$ cat src/rtl/raptor64_dcache_fill_pkg.sv
// Shared Raptor64 constants: WISHBONE cycle-type codes and dcache address geometry.
// Latency: n/a (constants and a pure helper function only).
// Backpressure: n/a.
package raptor64_dcache_fill_pkg;

  // WISHBONE registered-feedback cycle type identifiers
  localparam logic [2:0] CTI_CLASSIC = 3'b000;
  localparam logic [2:0] CTI_INCR    = 3'b010;
  localparam logic [2:0] CTI_EOB     = 3'b111;

  // dcache geometry: data RAM word index is adr[14:3], tag is adr[63:15]
  localparam int IDX_LO = 3;
  localparam int IDX_HI = 14;
  localparam int IDX_W  = IDX_HI - IDX_LO + 1;
  localparam int TAG_LO = 15;
  localparam int TAG_W  = 64 - TAG_LO;

  localparam logic [7:0] SEL_ALL = 8'hFF;

  // Width of the bus timeout counter (TMO is limited to 1..255)
  localparam int TMO_W = 8;

  // Cycle type for a beat of an incrementing burst
  function automatic logic [2:0] beat_cti(input logic last);
    return last ? CTI_EOB : CTI_INCR;
  endfunction

endpackage

$ cat src/rtl/raptor64_bus_timeout.sv
// Bus timeout: loadable down-counter, reloaded on load/clr, flags the last allowed wait cycle.
// Latency: expired is combinational from the count; count updates one cycle after en.
// Backpressure: none; the owner decides what an expiry means.
//
// Ports: clk_i/rst_ni clock and async active-low reset; load and clr both reload TMO
// (clr is intended for a bus ack); en counts one wait cycle; expired is high when the
// current wait cycle is the TMO-th one.
module raptor64_bus_timeout
  import raptor64_dcache_fill_pkg::*;
#(
  parameter int unsigned TMO = 255
) (
  input  logic clk_i,
  input  logic rst_ni,
  input  logic load,
  input  logic clr,
  input  logic en,
  output logic expired
);

  localparam logic [TMO_W-1:0] TMO_V = TMO_W'(TMO);

  logic [TMO_W-1:0] cnt;

  always_ff @(posedge clk_i or negedge rst_ni) begin
    if (!rst_ni) begin
      cnt <= '0;
    end else if (load || clr) begin
      cnt <= TMO_V;
    end else if (en && (cnt != '0)) begin
      cnt <= cnt - 1'b1;
    end
  end

  // Count of 1 means this is the last wait cycle the bus is granted
  assign expired = (cnt == TMO_W'(1));

endmodule

$ cat src/rtl/raptor64_dcache_fill.sv
// Dcache line fill: one WISHBONE incrementing burst per miss, each word written to the data RAM, then the tag.
// Latency: N+2 cycles from acceptance to done_o with zero-wait acks (INV, N beats, DONE); RAM write 1 cycle after ack.
// Backpressure: bus wait states simply stretch FILL; req_i is only sampled in IDLE; bus timeout after TMO idle cycles.
//
// Ports: clk_i/rst_ni clock and async active-low reset; req_i/req_adr_i miss request
// (level, held until done_o/err_o); busy_o/done_o/err_o status; cyc_o..adr_o, ack_i,
// err_i, dat_i WISHBONE read master; cwr_o/csel_o/cadr_o/cdat_o data RAM write port;
// tag_wr_o/tag_adr_o/tag_o/tag_v_o tag RAM write port.
module raptor64_dcache_fill
  import raptor64_dcache_fill_pkg::*;
#(
  parameter int          LW  = 2,
  parameter int unsigned TMO = 255
) (
  input  logic                 clk_i,
  input  logic                 rst_ni,
  input  logic                 req_i,
  input  logic [63:0]          req_adr_i,
  output logic                 busy_o,
  output logic                 done_o,
  output logic                 err_o,
  output logic                 cyc_o,
  output logic                 stb_o,
  output logic [2:0]           cti_o,
  output logic [1:0]           bte_o,
  output logic                 we_o,
  output logic [7:0]           sel_o,
  output logic [63:0]          adr_o,
  input  logic                 ack_i,
  input  logic                 err_i,
  input  logic [63:0]          dat_i,
  output logic                 cwr_o,
  output logic [7:0]           csel_o,
  output logic [IDX_W-1:0]     cadr_o,
  output logic [63:0]          cdat_o,
  output logic                 tag_wr_o,
  output logic [IDX_W-LW-1:0]  tag_adr_o,
  output logic [TAG_W-1:0]     tag_o,
  output logic                 tag_v_o
);

  typedef enum logic [2:0] {S_IDLE, S_INV, S_FILL, S_DONE, S_ERR} state_t;

  // Byte offset within a line; only these bits move during a burst
  localparam logic [63:0] OFF_MASK = (64'd1 << (LW + 3)) - 64'd1;
  localparam logic [LW:0] LAST     = (LW + 1)'((1 << LW) - 1);

  state_t      state;
  logic [63:0] base;
  logic [LW:0] wcnt;
  logic [LW:0] wcnt_nxt;
  logic [63:0] adr_inc;
  logic [63:0] adr_nxt;
  logic        tmo_en;
  logic        tmo_exp;
  logic        timeout;

  assign bte_o = 2'b00;
  assign we_o  = 1'b0;

  assign wcnt_nxt = wcnt + 1'b1;
  assign adr_inc  = adr_o + 64'd8;
  assign adr_nxt  = (adr_inc & OFF_MASK) | (adr_o & ~OFF_MASK);

  // A cycle counts toward the timeout only while the strobe waits unanswered
  assign tmo_en  = (state == S_FILL) && !ack_i && !err_i;
  assign timeout = tmo_en && tmo_exp;

  raptor64_bus_timeout #(
    .TMO (TMO)
  ) u_tmo (
    .clk_i   (clk_i),
    .rst_ni  (rst_ni),
    .load    (state != S_FILL),
    .clr     ((state == S_FILL) && ack_i),
    .en      (tmo_en),
    .expired (tmo_exp)
  );

  // All outputs are registered: each is assigned here with the value it shows in the next state.
  always_ff @(posedge clk_i or negedge rst_ni) begin
    if (!rst_ni) begin
      state     <= S_IDLE;
      base      <= '0;
      wcnt      <= '0;
      busy_o    <= 1'b0;
      done_o    <= 1'b0;
      err_o     <= 1'b0;
      cyc_o     <= 1'b0;
      stb_o     <= 1'b0;
      cti_o     <= CTI_CLASSIC;
      sel_o     <= '0;
      adr_o     <= '0;
      cwr_o     <= 1'b0;
      csel_o    <= '0;
      cadr_o    <= '0;
      cdat_o    <= '0;
      tag_wr_o  <= 1'b0;
      tag_adr_o <= '0;
      tag_o     <= '0;
      tag_v_o   <= 1'b0;
    end else begin
      done_o   <= 1'b0;
      err_o    <= 1'b0;
      cwr_o    <= 1'b0;
      csel_o   <= '0;
      tag_wr_o <= 1'b0;
      tag_v_o  <= 1'b0;

      case (state)
        S_IDLE: begin
          if (req_i) begin
            base      <= req_adr_i & ~OFF_MASK;
            wcnt      <= '0;
            tag_adr_o <= req_adr_i[IDX_HI:IDX_LO+LW];
            tag_o     <= req_adr_i[63:TAG_LO];
            // Invalidate first so the old tag never hits half-overwritten data
            tag_wr_o  <= 1'b1;
            busy_o    <= 1'b1;
            state     <= S_INV;
          end
        end

        S_INV: begin
          cyc_o <= 1'b1;
          stb_o <= 1'b1;
          sel_o <= SEL_ALL;
          adr_o <= base;
          cti_o <= beat_cti(LAST == '0);
          state <= S_FILL;
        end

        S_FILL: begin
          if (err_i || timeout) begin
            // err_i beats ack_i: that beat's data is dropped
            cyc_o <= 1'b0;
            stb_o <= 1'b0;
            sel_o <= '0;
            cti_o <= CTI_CLASSIC;
            err_o <= 1'b1;
            state <= S_ERR;
          end else if (ack_i) begin
            cwr_o  <= 1'b1;
            csel_o <= SEL_ALL;
            cadr_o <= adr_o[IDX_HI:IDX_LO];
            cdat_o <= dat_i;
            wcnt   <= wcnt_nxt;
            adr_o  <= adr_nxt;
            if (wcnt == LAST) begin
              cyc_o    <= 1'b0;
              stb_o    <= 1'b0;
              sel_o    <= '0;
              cti_o    <= CTI_CLASSIC;
              tag_wr_o <= 1'b1;
              tag_v_o  <= 1'b1;
              tag_o    <= base[63:TAG_LO];
              done_o   <= 1'b1;
              state    <= S_DONE;
            end else begin
              cti_o <= beat_cti(wcnt_nxt == LAST);
            end
          end
        end

        S_DONE, S_ERR: begin
          busy_o <= 1'b0;
          state  <= S_IDLE;
        end

        default: begin
          state <= S_IDLE;
        end
      endcase
    end
  end

endmodule

$ cat config.mk
export PLATFORM = sky130hd
export DESIGN_NAME = raptor64_dcache_fill
export DESIGN_NICKNAME = d
export VERILOG_FILES = /design/src/rtl/raptor64_dcache_fill_pkg.sv /design/src/rtl/raptor64_bus_timeout.sv /design/src/rtl/raptor64_dcache_fill.sv
export SDC_FILE = /design/constraint.sdc
export NUM_CORES = 1
export LEC_CHECK = 0
export BUFFER_PORTS_ARGS = -buffer_cell sky130_fd_sc_hd__buf_4
export CAP_MARGIN = 20
export CORE_ASPECT_RATIO = 1.75
export CORE_MARGIN = 2
export CORE_UTILIZATION = 51
export CTS_CLUSTER_SIZE = 12
export DETAILED_ROUTE_END_ITERATION = 10
export PLACE_DENSITY = 0.93
export SKIP_CTS_REPAIR_TIMING = 1
export SLEW_MARGIN = 5
export SYNTH_ARGS = -nofsm -noshare
export SYNTH_HDL_FRONTEND = slang
export SYNTH_SLANG_ARGS = --single-unit
export TNS_END_PERCENT = 5
$ cat constraint.sdc
create_clock -name clk_i -period 2 [get_ports clk_i]
set_input_delay 0.4 -clock clk_i [delete_from_list [all_inputs] [get_ports clk_i]]
set_output_delay 0.4 -clock clk_i [all_outputs]
set_load 0.02 [all_outputs]
# ---- Word level (Yosys, flattened, before mapping)
# Index checks and enable logic that the tools add are counted.
dict set report word_totals {
  ramBits 0
  latchBits 0
  inputBits 133
  wordCells 110
  mem_bits_ro 0
  reg_bits 297
  out_inout_bits 229
  n_memories 0
}
dict set report op_classes {
  div 0
  shifts 0
  n_bitwise 2
  n_reduce_logical 25
  order_cmp 0
  n_addsub 3
  n_mul 0
  n_eq_ne 14
  mux 48
}
# operator n
set ops {}
lappend ops {{49-bit two-way mux} 4}
lappend ops {{64-bit two-way mux} 2}
lappend ops {{64-bit one-hot mux with 2 select lines} 1}
lappend ops {{49-bit one-hot mux with 2 select lines} 1}
lappend ops {{8-bit two-way mux} 8}
lappend ops {{5-bit by 64-bit bitwise OR with 64-bit output} 1}
lappend ops {{3-bit two-way mux} 11}
lappend ops {{8-bit one-hot mux with 2 select lines} 1}
lappend ops {{1-bit two-way mux} 14}
lappend ops {{3-bit by 2-bit == test with 1-bit output, second input constant} 4}
lappend ops {{3-bit one-hot mux with 2 select lines} 2}
lappend ops {{3-bit AND reduction} 4}
lappend ops {{3-bit one-hot mux with 3 select lines} 1}
lappend ops {{8-bit by 1-bit == test with 1-bit output, second input constant} 1}
lappend ops {{2-bit nonzero test} 4}
lappend ops {{8-bit nonzero test} 1}
lappend ops {{8-bit by 1-bit subtractor with 8-bit output, second input constant} 1}
lappend ops {{2-bit inequality test, second input constant} 3}
lappend ops {{3-bit by 2-bit inequality test with 1-bit output, second input constant} 2}
lappend ops {{1-bit one-hot mux with 2 select lines} 3}
lappend ops {{2-bit AND reduction} 3}
lappend ops {{5-bit by 4-bit adder with 5-bit output, second input constant} 1}
lappend ops {{1-bit logical AND} 5}
lappend ops {{5-bit AND reduction} 1}
lappend ops {{other kinds (11)} 13}

# ---- Longest topological paths before layout
dict set report logic_depth {
  depth_word 7
  mapped_depth 6
  ltp_nobuf 6
}

# ---- Cells and area by module
# A second synthesis with hierarchy kept.
dict set report hier_totals {
  hier_cells 977
  hier_area_um2 11307.1
}
# module cells_per_inst seq_area_each_um2 area_each_um2 instances
set modules_own_cells {}
lappend modules_own_cells {raptor64_dcache_fill 929 6481.2 10811.6 1}
lappend modules_own_cells {raptor64_bus_timeout 48 200.2 495.5 1}

# ---- Least setup slack after synthesis
# OpenSTA, ideal clock, no wires.
dict set report synth_path {
  path_kind {reg2reg}
  from {register u_tmo.cnt[0]}
  to {register u_tmo.cnt[6]}
  n_path_buf 0
  setup_time_ps 158
  stages_incl_launch_ff 6
  path_slack_ps 215
  t_required_ps 1842
  period_less_slack_ps 1785
  arrival_time_ps 1627
  cell_sequence {dfrtp_1 > inv_1 > ha_1 > or4b_2 > o31ai_1 > o311ai_0}
}
dict set report synth_between {
  elab_chain_cells 3
  elab_cells_between_ends 6
  cone_classes {add/sub: 1; mux: 2; reduce/logical: 3}
}
# element line
set synth_lines {}
lappend synth_lines {{from (decl)} raptor64_bus_timeout.sv:23} ;# logic [TMO_W-1:0] cnt;
lappend synth_lines {{from (signal assigned)} raptor64_bus_timeout.sv:31} ;# cnt <= cnt - 1'b1;
lappend synth_lines {{8-bit by 1-bit subtractor with 8-bit output or 8-bit nonzero test (tied branches)} {raptor64_bus_timeout.sv:31, raptor64_bus_timeout.sv:30}}
lappend synth_lines {{8-bit two-way mux or 1-bit logical AND (tied branches)} raptor64_bus_timeout.sv:30} ;# end else if (en && (cnt != '0)) begin
lappend synth_lines {{8-bit two-way mux or 2-bit nonzero test (tied branches)} -}
# Several ways; a longest one is shown, not always the timed one. The select of a mux whose other input is x is not followed.
# A chain may end at the register's enable or synchronous reset.

# ---- Worst setup path in the final report
dict set report layout_path {
  from {register state[2]}
  to {register cti_o[0]}
}
dict set report layout_between {
  elab_chain_cells 7
  elab_cells_between_ends 11
  cone_classes {eq/ne: 3; mux: 2; reduce/logical: 6}
}
# element line
set layout_lines {}
lappend layout_lines {{from (decl)} raptor64_dcache_fill.sv:48} ;# state_t state;
lappend layout_lines {{from (signal assigned)} raptor64_dcache_fill.sv:83} ;# state <= S_IDLE;
lappend layout_lines {{from (signal assigned)} raptor64_dcache_fill.sv:120} ;# state <= S_INV;
lappend layout_lines {{from (signal assigned)} raptor64_dcache_fill.sv:130} ;# state <= S_FILL;
lappend layout_lines {{3-bit by 2-bit == test with 1-bit output} {raptor64_dcache_fill.sv:66, raptor64_dcache_fill.sv:110}}
lappend layout_lines {{1-bit logical AND (2 in series)} raptor64_dcache_fill.sv:66} ;# assign tmo_en = (state == S_FILL) && !ack_i && !err_i;
lappend layout_lines {{1-bit logical AND} raptor64_dcache_fill.sv:67} ;# assign timeout = tmo_en && tmo_exp;
lappend layout_lines {{1-bit logical OR} raptor64_dcache_fill.sv:134} ;# if (err_i || timeout) begin
lappend layout_lines {{3-bit two-way mux or 3-bit by 2-bit inequality test with 1-bit output (tied branches)} -}
lappend layout_lines {{3-bit one-hot mux with 2 select lines or 2-bit AND reduction (tied branches)} -}
lappend layout_lines {{to (signal assigned)} raptor64_dcache_fill.sv:129} ;# cti_o <= beat_cti(LAST == '0);
lappend layout_lines {{to (signal assigned)} raptor64_dcache_fill.sv:160} ;# cti_o <= beat_cti(wcnt_nxt == LAST);
lappend layout_lines {{to (decl)} raptor64_dcache_fill.sv:24} ;# output logic [2:0] cti_o,
# Several ways; a longest one is shown, not always the timed one.

==> summary.md <==
Placed design
• 1458 — post-placement cell count
• 21.4 mm — DP Wirelength
• 350 — input/output buffers
• 0.890 — final estimated routing congestion in global placement

Clocking
• 26 — Inserted Clock Buffers
• 0.52 ns — Clock Latency Late Sink
• 3 — CTS max path bufs
• 267 — clock sink count
• sky130_fd_sc_hd__clkbuf_16 — buffer cell driving the clock tree root
• done — TritonCTS clock tree
• 0.06 ns — clock slew at reported path FFs
• 1 — total number of H-tree levels

Drt
• 0 — residual antenna-violating net count after detailed routing
• 8078 — via count of the routed design
• 29.7 mm — total length of routed wires
• 0 — DRC
• 20.0 um — routed wire length per instance
• 4 — detailed-router iteration count before antenna repair
• 5.43 — number of vias per cell after detailed routing
• 427 — DR iter-0 viols

Die
• 52.0% — initial standard-cell utilization of the core
• 114 um — width of the die
• 0.0226 mm^2 — Die Footprint
• 197 um — floorplan die height
• 70 — Rows
• 0.0209 mm^2 — Std-Cell Core Area
• 362 — top-level I/O count

Synthesis
• 61.4% — Seq/Total Area, Yosys
• 0 — Syn. warnings
• sky130_fd_sc_hd__dfrtp_1 (267), sky130_fd_sc_hd__nand2_1 (238), sky130_fd_sc_hd__mux2_2 (119) — most common library cells after synthesis
• 100% — fraction of registers with async set or reset after synthesis
• 0.0109 mm^2 — cell area after technology mapping
• 895 — cell count after synthesis
• sky130_fd_sc_hd__dfrtp_1 — most instantiated flip-flop cell in the synthesis netlist
• 46 — number of distinct library cells after synthesis
• sky130_fd_sc_hd__dfrtp_1 (61%), sky130_fd_sc_hd__mux2_2 (12%), sky130_fd_sc_hd__nand2_1 (8.2%) — Synth area leaders
• 267 — Seq cells post-synth
• 0 — number of enable-type register cells in the synthesized netlist
• 61.4% — proportion of netlist area held by the largest area contributor
• sky130_fd_sc_hd__dfrtp_1 — cell type contributing the most total cell area after synthesis
• sky130_fd_sc_hd__dfrtp_1 — most instantiated library cell after synthesis
• 12.2 um^2 — syn avg cell area

Global route
• 26.0% — Tot GR Track Use
• 0 — global route overflow
• 101 — maximum number of pins on one net before global-route repair
• 8573 — vias in the first global route
• 45.7 mm — global-route wire length before repair
• 1 — antenna violations before repair

Timing
• 94.6% — period utilization
• 0 ns — sum of negative setup slack
• false — setup repair after global routing missed its margin
• 1.89 ns — clock period minus final worst setup slack
• 0 — Final Max Tran Viols
• 0.603 ns — worst slew pin tran
• 0 — Hold Fails Final Rpt
• 0.529 GHz — Fmax
• 0 — setup violation total in the final timing report
• 59.8% — worst rel slew slack
• 0.0928 ns — Post-Route Hold Slack
• 0.00801 ns — Post-Route Skew

Power and ir drop
• 1750 mW/mm^2 — Power Density
• 7.24 nW — reported leakage power
• 0.00114 V — VDD IR-drop max

Cells and area
• 1410 — filler instances
• 1489 — Post-Layout Cell Count
• 33.4% — Area growth, synth to finish
• 44.0% — share of post-route cells with drive strength above 1
• 1373 — net total in the final layout
• 69.3% — fraction of the core area covered by cells at the end of the flow
• 0 — number of diodes

Worst setup path
• 0.51 ns — Worst path max stage delay
• 5 — Reg2Reg Depth
• 2.40 ns — required time of the critical path
• 7 — Max Fanout on Critical Path
• sky130_fd_sc_hd__dfrtp_1 — cell with the biggest individual delay on the critical path
• nor3b_4 -> buf_12 -> nor2_1 -> a21oi_1 -> mux2_2 — cell chain of the critical path
• 0.11 ns — reg2reg setup slack
• reg2reg — class of the most critical setup path
• 2.29 ns — Crit path arrival time
• register — kind of end point of the critical path
• register — kind of start point of the critical path

Hold path
• 2 — hold-critical path depth
• in2reg — class of the tightest hold or removal check

Job
• 0 — max_cap viols

Status
• completed — run status

[path summary, 6_finish.rpt]
path,end,startpoint
min,tag_adr_o[2],req_adr_i[7]
max reg2reg,cti_o[0],state[2]
max in group asynchronous,cadr_o[8],rst_ni
min in group asynchronous,base[51],rst_ni
max,cti_o[0],state[2]
min reg2reg,adr_o[28],adr_o[28]
[sequential cells by signal (all words and copies together) (netlist names), 2 cells and up]
name	cells
state	3
u_tmo.cnt	8
cdat_o	64
cadr_o	12
adr_o	61
tag_o	49
wcnt	3
tag_adr_o	9
cti_o	2
base	50
[where the power goes]
part	switching, mW	internal, mW	leakage (nW)
registers	1.74	7.96	3.24
logic	6.35	5.09	3.66
clock network	1.87	2.41	0.345
total	9.96	15.5	7.24
[layer usage]
metal  wire [um]  vias to the layer above  track usage, %
met1       10000                     3987            27.4
met4        1840                        2            14.8
met2       15900                      361            47.0
met3        1950                      108            5.40
met5          16                        -               0
li1            -                     3620               -
[cell type report]
type / count / area, um^2 / share of cell area (%)
Sequential cell: 267 / 6680 / 46.0
Multi-Input combinational cell: 542 / 3710 / 25.6
Timing Repair Buffer: 387 / 3070 / 21.1
Clock buffer: 29 / 693 / 4.78
Tap cell: 252 / 315 / 2.17
Inverter: 11 / 41.3 / 0.284
Clock inverter: 1 / 8.76 / 0.0603
[logic make-up after synthesis]
family / count (synthesis) / share of synthesized area (%)
flops: 267 / 61.4
simple gates: 267 / 10.2
mux: 186 / 18.7
buf+inv: 91 / 4.89
compound gates: 75 / 3.97
fa+ha+maj: 5 / 0.575
xor+xnor: 3 / 0.242
other cells: 1 / 0.0345
[worst max-delay path: cells and delay by family (launching register included)]
| family | cells | cell delay (ns) |
|---|---|---|
| and+or+nand+nor | 2 | 0.42 |
| buffers and inverters | 1 | 0.18 |
| muxes | 1 | 0.37 |
| DFF | 1 | 0.51 |
| AOI/OAI and AO/OA | 1 | 0.30 |
[cell usage in the layout, fill, tap and decap left out, drive strengths merged, types with 2 or more instances in the layout]
cell and count:
a211oi 2, a21oi 5, and2 2, buf 386, clkbuf 29, conb 6
dfrtp 267, ha 5, inv 11, mux2 136, mux2i 50, nand2 238
nor2 7, nor2b 2, nor3 3, nor3b 2, nor4 2, nor4b 2
o21ai 54, o31ai 4, or3 2, xnor2 3
[through the flow]
step	total power, mW	area, um^2	setup WS (ns)
after detailed placement	21.2	13800	0.123
after global routing	26.8	14500	0.0231
after global placement	20.6	13800	0.116
final	25.4	14500	0.108
after CTS	25.6	14500	0.123
after floorplan	15.9	10900	0.215
(Power assumes the default switching activity.)
